<file path="src/rtl/pc_unit.sv">
// Program counter with branch/jump/call/return selection, sticky halt and a
// circular return-address stack that overwrites its oldest entry when full.
module pc_unit #(
    parameter int                WORD_W    = 32,
    parameter logic [WORD_W-1:0] PC_RESET  = '0,
    parameter int                PC_STEP   = 4,
    parameter int                RAS_DEPTH = 4
) (
    input  logic                         CLK,
    input  logic                         nRST,
    input  logic                         pc_en,
    input  logic                         halt,
    input  logic                         br_taken,
    input  logic [WORD_W-1:0]            br_target,
    input  logic                         jmp,
    input  logic                         call,
    input  logic [WORD_W-1:0]            jmp_target,
    input  logic                         ret,
    output logic [WORD_W-1:0]            pc,
    output logic [WORD_W-1:0]            next_pc,
    output logic                         halted,
    output logic [$clog2(RAS_DEPTH):0]   ras_count,
    output logic                         ras_underflow
);

    localparam int PTR_W = $clog2(RAS_DEPTH);
    localparam int CNT_W = PTR_W + 1;
    localparam logic [WORD_W-1:0] ALIGN_MASK = ~(WORD_W'(PC_STEP) - WORD_W'(1));

    logic [WORD_W-1:0] ras_mem [RAS_DEPTH];
    // wr_ptr is the slot the next push writes; the top entry sits one below it.
    logic [PTR_W-1:0]  wr_ptr;
    logic [PTR_W-1:0]  top_idx;
    logic [WORD_W-1:0] seq;
    logic [WORD_W-1:0] ras_top;
    logic              do_push;
    logic              do_pop;
    logic              do_replace;
    logic              set_halt;
    logic              set_uflow;

    assign seq     = pc + WORD_W'(PC_STEP);
    assign top_idx = wr_ptr - PTR_W'(1);
    assign ras_top = ras_mem[top_idx];

    always_comb begin
        next_pc    = pc;
        do_push    = 1'b0;
        do_pop     = 1'b0;
        do_replace = 1'b0;
        set_halt   = 1'b0;
        set_uflow  = 1'b0;
        if (pc_en && !halted) begin
            if (halt) begin
                set_halt = 1'b1;
            end else if (br_taken) begin
                next_pc = br_target & ALIGN_MASK;
            end else if (ret) begin
                next_pc = (ras_count != '0) ? ras_top : seq;
                if (call) begin
                    do_replace = 1'b1;
                end else if (ras_count != '0) begin
                    do_pop = 1'b1;
                end else begin
                    set_uflow = 1'b1;
                end
            end else if (call) begin
                next_pc = jmp_target & ALIGN_MASK;
                do_push = 1'b1;
            end else if (jmp) begin
                next_pc = jmp_target & ALIGN_MASK;
            end else begin
                next_pc = seq;
            end
        end
    end

    always_ff @(posedge CLK or negedge nRST) begin
        if (!nRST) begin
            pc            <= PC_RESET;
            halted        <= 1'b0;
            ras_count     <= '0;
            wr_ptr        <= '0;
            ras_underflow <= 1'b0;
        end else begin
            pc            <= next_pc;
            ras_underflow <= set_uflow;
            if (set_halt) begin
                halted <= 1'b1;
            end
            if (do_push) begin
                wr_ptr <= wr_ptr + PTR_W'(1);
                if (ras_count != CNT_W'(RAS_DEPTH)) begin
                    ras_count <= ras_count + CNT_W'(1);
                end
            end else if (do_pop) begin
                wr_ptr    <= top_idx;
                ras_count <= ras_count - CNT_W'(1);
            end else if (do_replace && ras_count == '0) begin
                ras_count <= CNT_W'(1);
            end
        end
    end

    // Storage is not reset; only pointer and count define which entries are valid.
    always_ff @(posedge CLK) begin
        if (do_push) begin
            ras_mem[wr_ptr] <= seq;
        end else if (do_replace) begin
            ras_mem[top_idx] <= seq;
        end
    end

endmodule

</file>
<file path="config.mk">
export PLATFORM = sky130hd
export DESIGN_NAME = pc_unit
export DESIGN_NICKNAME = d
export VERILOG_FILES = /design/src/rtl/pc_unit.sv
export SDC_FILE = /design/constraint.sdc
export NUM_CORES = 1
export LEC_CHECK = 0
export BUFFER_PORTS_ARGS = -buffer_cell sky130_fd_sc_hd__buf_2
export CAP_MARGIN = 20
export CORE_ASPECT_RATIO = 1.1
export CORE_UTILIZATION = 51
export DETAILED_ROUTE_END_ITERATION = 10
export GPL_ROUTABILITY_DRIVEN = 1
export PLACE_DENSITY_LB_ADDON = 0.2
export SYNTH_ARGS = -nofsm -noshare
export SYNTH_HDL_FRONTEND = slang
export SYNTH_SLANG_ARGS = --single-unit
export TNS_END_PERCENT = 20
</file>
<file path="constraint.sdc">
create_clock -name CLK -period 3.1 [get_ports CLK]
set_input_delay 0.31 -clock CLK [delete_from_list [all_inputs] [get_ports CLK]]
set_output_delay 0.31 -clock CLK [all_outputs]
set_load 0.01 [all_outputs]
</file>
==> key figures <==
Layout
  – Antenna fix cells: 0
  – Area Overhead vs Synth: 21.4%
  – Final net count: 902
  – Commonest non-fill, non-tap cell in the layout: buf_2
  – Most frequent cells in the layout: buf_2, edfxtp_1, nand2_1
  – Layout cells sized above 1: 33.4%

Power and ir drop
  – P_leak: 3.75 nW
  – Pwr per Cell Area: 607 nW/um^2
  – Total power: 6.15 mW
  – Peak supply drop: 0.400 mV

Floorplan
  – Core area: 15900 um^2
  – Area of the die: 16900 um^2
  – Cell Rows: 48
  – Die Height: 136 um
  – Chip Width: 124 um
  – Starting Density: 52.7%
  – Num ports: 141

Worst setup path
  – Cells on worst reg2reg path: 5
  – Critical path arrival: 2.70 ns
  – Kind of start point of the critical path: flop
  – Worst EP required: 2.79 ns
  – Crit Path Class: flop to output pin
  – Crit. End Element: output pin
  – Worst-path maximum fanout: 8

STA
  – Final Max Slew Viols: 0
  – Hold Slack: 0.127 ns
  – Fmax: 332 MHz
  – Hold Fails Final Rpt: 0
  – Final setup fails: 0
  – RSZ-0062 raised after global routing: yes
  – Shortest period the worst path allows: 3.01 ns
  – Final period utilization: 97.2%
  – Setup ws final: 0.0883 ns
  – Clock Skew: 0.00711 ns
  – Worst-Margin Slew: 0.845 ns
  – Setup_tns: 0 ns
  – Relative slew slack: 43.6%

GRT
  – Vias in the first global route: 6567
  – First-pass GRT wire length: 37800 um
  – Initial antenna violation count: 0
  – Pin count of the biggest net entering global routing: 50
  – Total gr overflow: 0
  – Overall routing resource usage: 31.5%

Yosys
  – Post-Synthesis Cells: 680
  – Synthesized area: 8350 um^2
  – Ys Warns: 0
  – Yosys cell types: 75
  – Number of synthesized flops with an enable pin: 128
  – Post-synthesis sequential area ratio: 57.7%
  – Async SR Flop Fraction: 23.4%
  – Yosys reg bits: 167
  – Avg Cell Area, Syn: 12.3 um^2
  – Syn_nets: 756
  – Synth Flop Type: edfxtp_1

Min path
  – Worst Hold Class: input port to flop
  – Cell depth of the worst hold path: 2

Job
  – Maxcap violations: 0

Clock network
  – # H-tree levels: 4
  – Root buf cell: clkbuf_16
  – Clk sink count: 167
  – Worst-Skew Late Latency: 0.43 ns
  – Clock transition at path regs: 0.07 ns
  – Num CTS Buffers: 17
  – CTS tree: yes
  – Clock tree buffer depth: 2

Route
  – Drt drc: 0
  – Vias/cell: 6.54
  – DR pass1 iterations: 7
  – Wire per inst: 24.6 um
  – Routed via count: 6792
  – Routed Antenna Nets: 0
  – Total Wirelength: 25500 um
  – Drt initial violations: 867

Placed design
  – Dpl hpwl: 17100 um
  – Worst slack, placed: 0.300 ns
  – GP Congestion: 0.936
  – Port Buf Inserts: 136

Run status
  – Status: finished clean
[metrics by stage]
stage	utilization [%]	std cells	instance area (um^2)
floorplan	-	680	8350
global placement	59.4	1003	9420
detailed placement	59.4	1003	9420
CTS	63.2	1036	10000
global route	63.9	1039	10100
finish	63.9	1039	10100
[metal layers]
metal	wire length, um	share of wire [%]	track usage, %
met2	12000	47	49.5
met1	9780	38	41.6
met3	2650	10	6.17
met5	0	0	0
met4	1060	4.2	15.9
[worst paths after layout]
kind / start / endpoint / slack, ns
setup / recovery: pc[22] / next_pc[31] / 0.09
hold / removal: pc_en / halted / 0.13
setup reg to reg: pc[2] / ras_mem[2][30] / 0.80
hold reg to reg: ras_count[0] / ras_count[0] / 0.57
max in group asynchronous: nRST / pc[11] / 2.26
min in group asynchronous: nRST / pc[31] / 0.32
[Yosys cell counts (11+ instances only)]
master    instances  share of area, %
a31oi_1          13              0.97
a21oi_1          34               2.0
clkbuf_1         37               1.7
nor3_1           18               1.1
nor2_1           50               2.2
o21ai_0          39               2.3
nand3_1          22               1.3
nand4_1          12              0.90
dfrtp_1          39                12
xnor2_1          14               1.5
inv_1            14              0.63
edfxtp_1        128                46
nand2_1          54               2.4
nand3b_1         11              0.99
mux4_2           32               8.6
[repair_timing]
| action | 4_1_cts | 5_1_grt |
|---|---|---|
| hold buffers | 0 | 1 |
| pin swaps | 0 | 1 |
| endpoints found under the setup margin | 20 | 23 |
| hold endpoints to repair | 0 | 11 |
| gates resized for setup | 6 | 19 |
| buffers inserted | 1 | 1 |
[state kept, by name, summed over array words and instances (netlist names)]
register / flops
ras_count: 3
ras_underflow: 1
ras_mem: 128
halted: 1
pc: 32
wr_ptr: 2
[worst max-delay path, stage by stage, from the launching register on]
cell,delay [ns]
dfrtp_1,0.50
nand4_1,0.24
or3_1,0.53
o41ai_4,0.42
a21oi_1,0.12
o31a_1,0.32
buf_2,0.15
[cell type report]
class / instances / area, um^2
sequential: 167 / 4830
timing repair buffer: 180 / 1080
clock buffer: 18 / 429
clock inverter: 14 / 134
tap: 200 / 250
multi-input combinational: 446 / 3360
fill: 1245 / 5720
inverter: 14 / 52.6
[power breakdown]
part | total [mW] | internal, mW | switching [mW]
Sequential | 2.88 | 2.64 | 0.241
Clock | 2.05 | 1.18 | 0.871
Combinational | 1.22 | 0.497 | 0.723
Total | 6.15 | 4.31 | 1.84
[cells by family after synthesis]
| kind of cell | synth area share, % |
|---|---|
| simple gates | 13.8 |
| flops | 57.7 |
| compound gates | 12.7 |
| buf+inv | 3.39 |
| mux | 9.37 |
| xor+xnor | 2.41 |
| fa+ha+maj | 0.599 |
(Power assumes the default switching activity.)
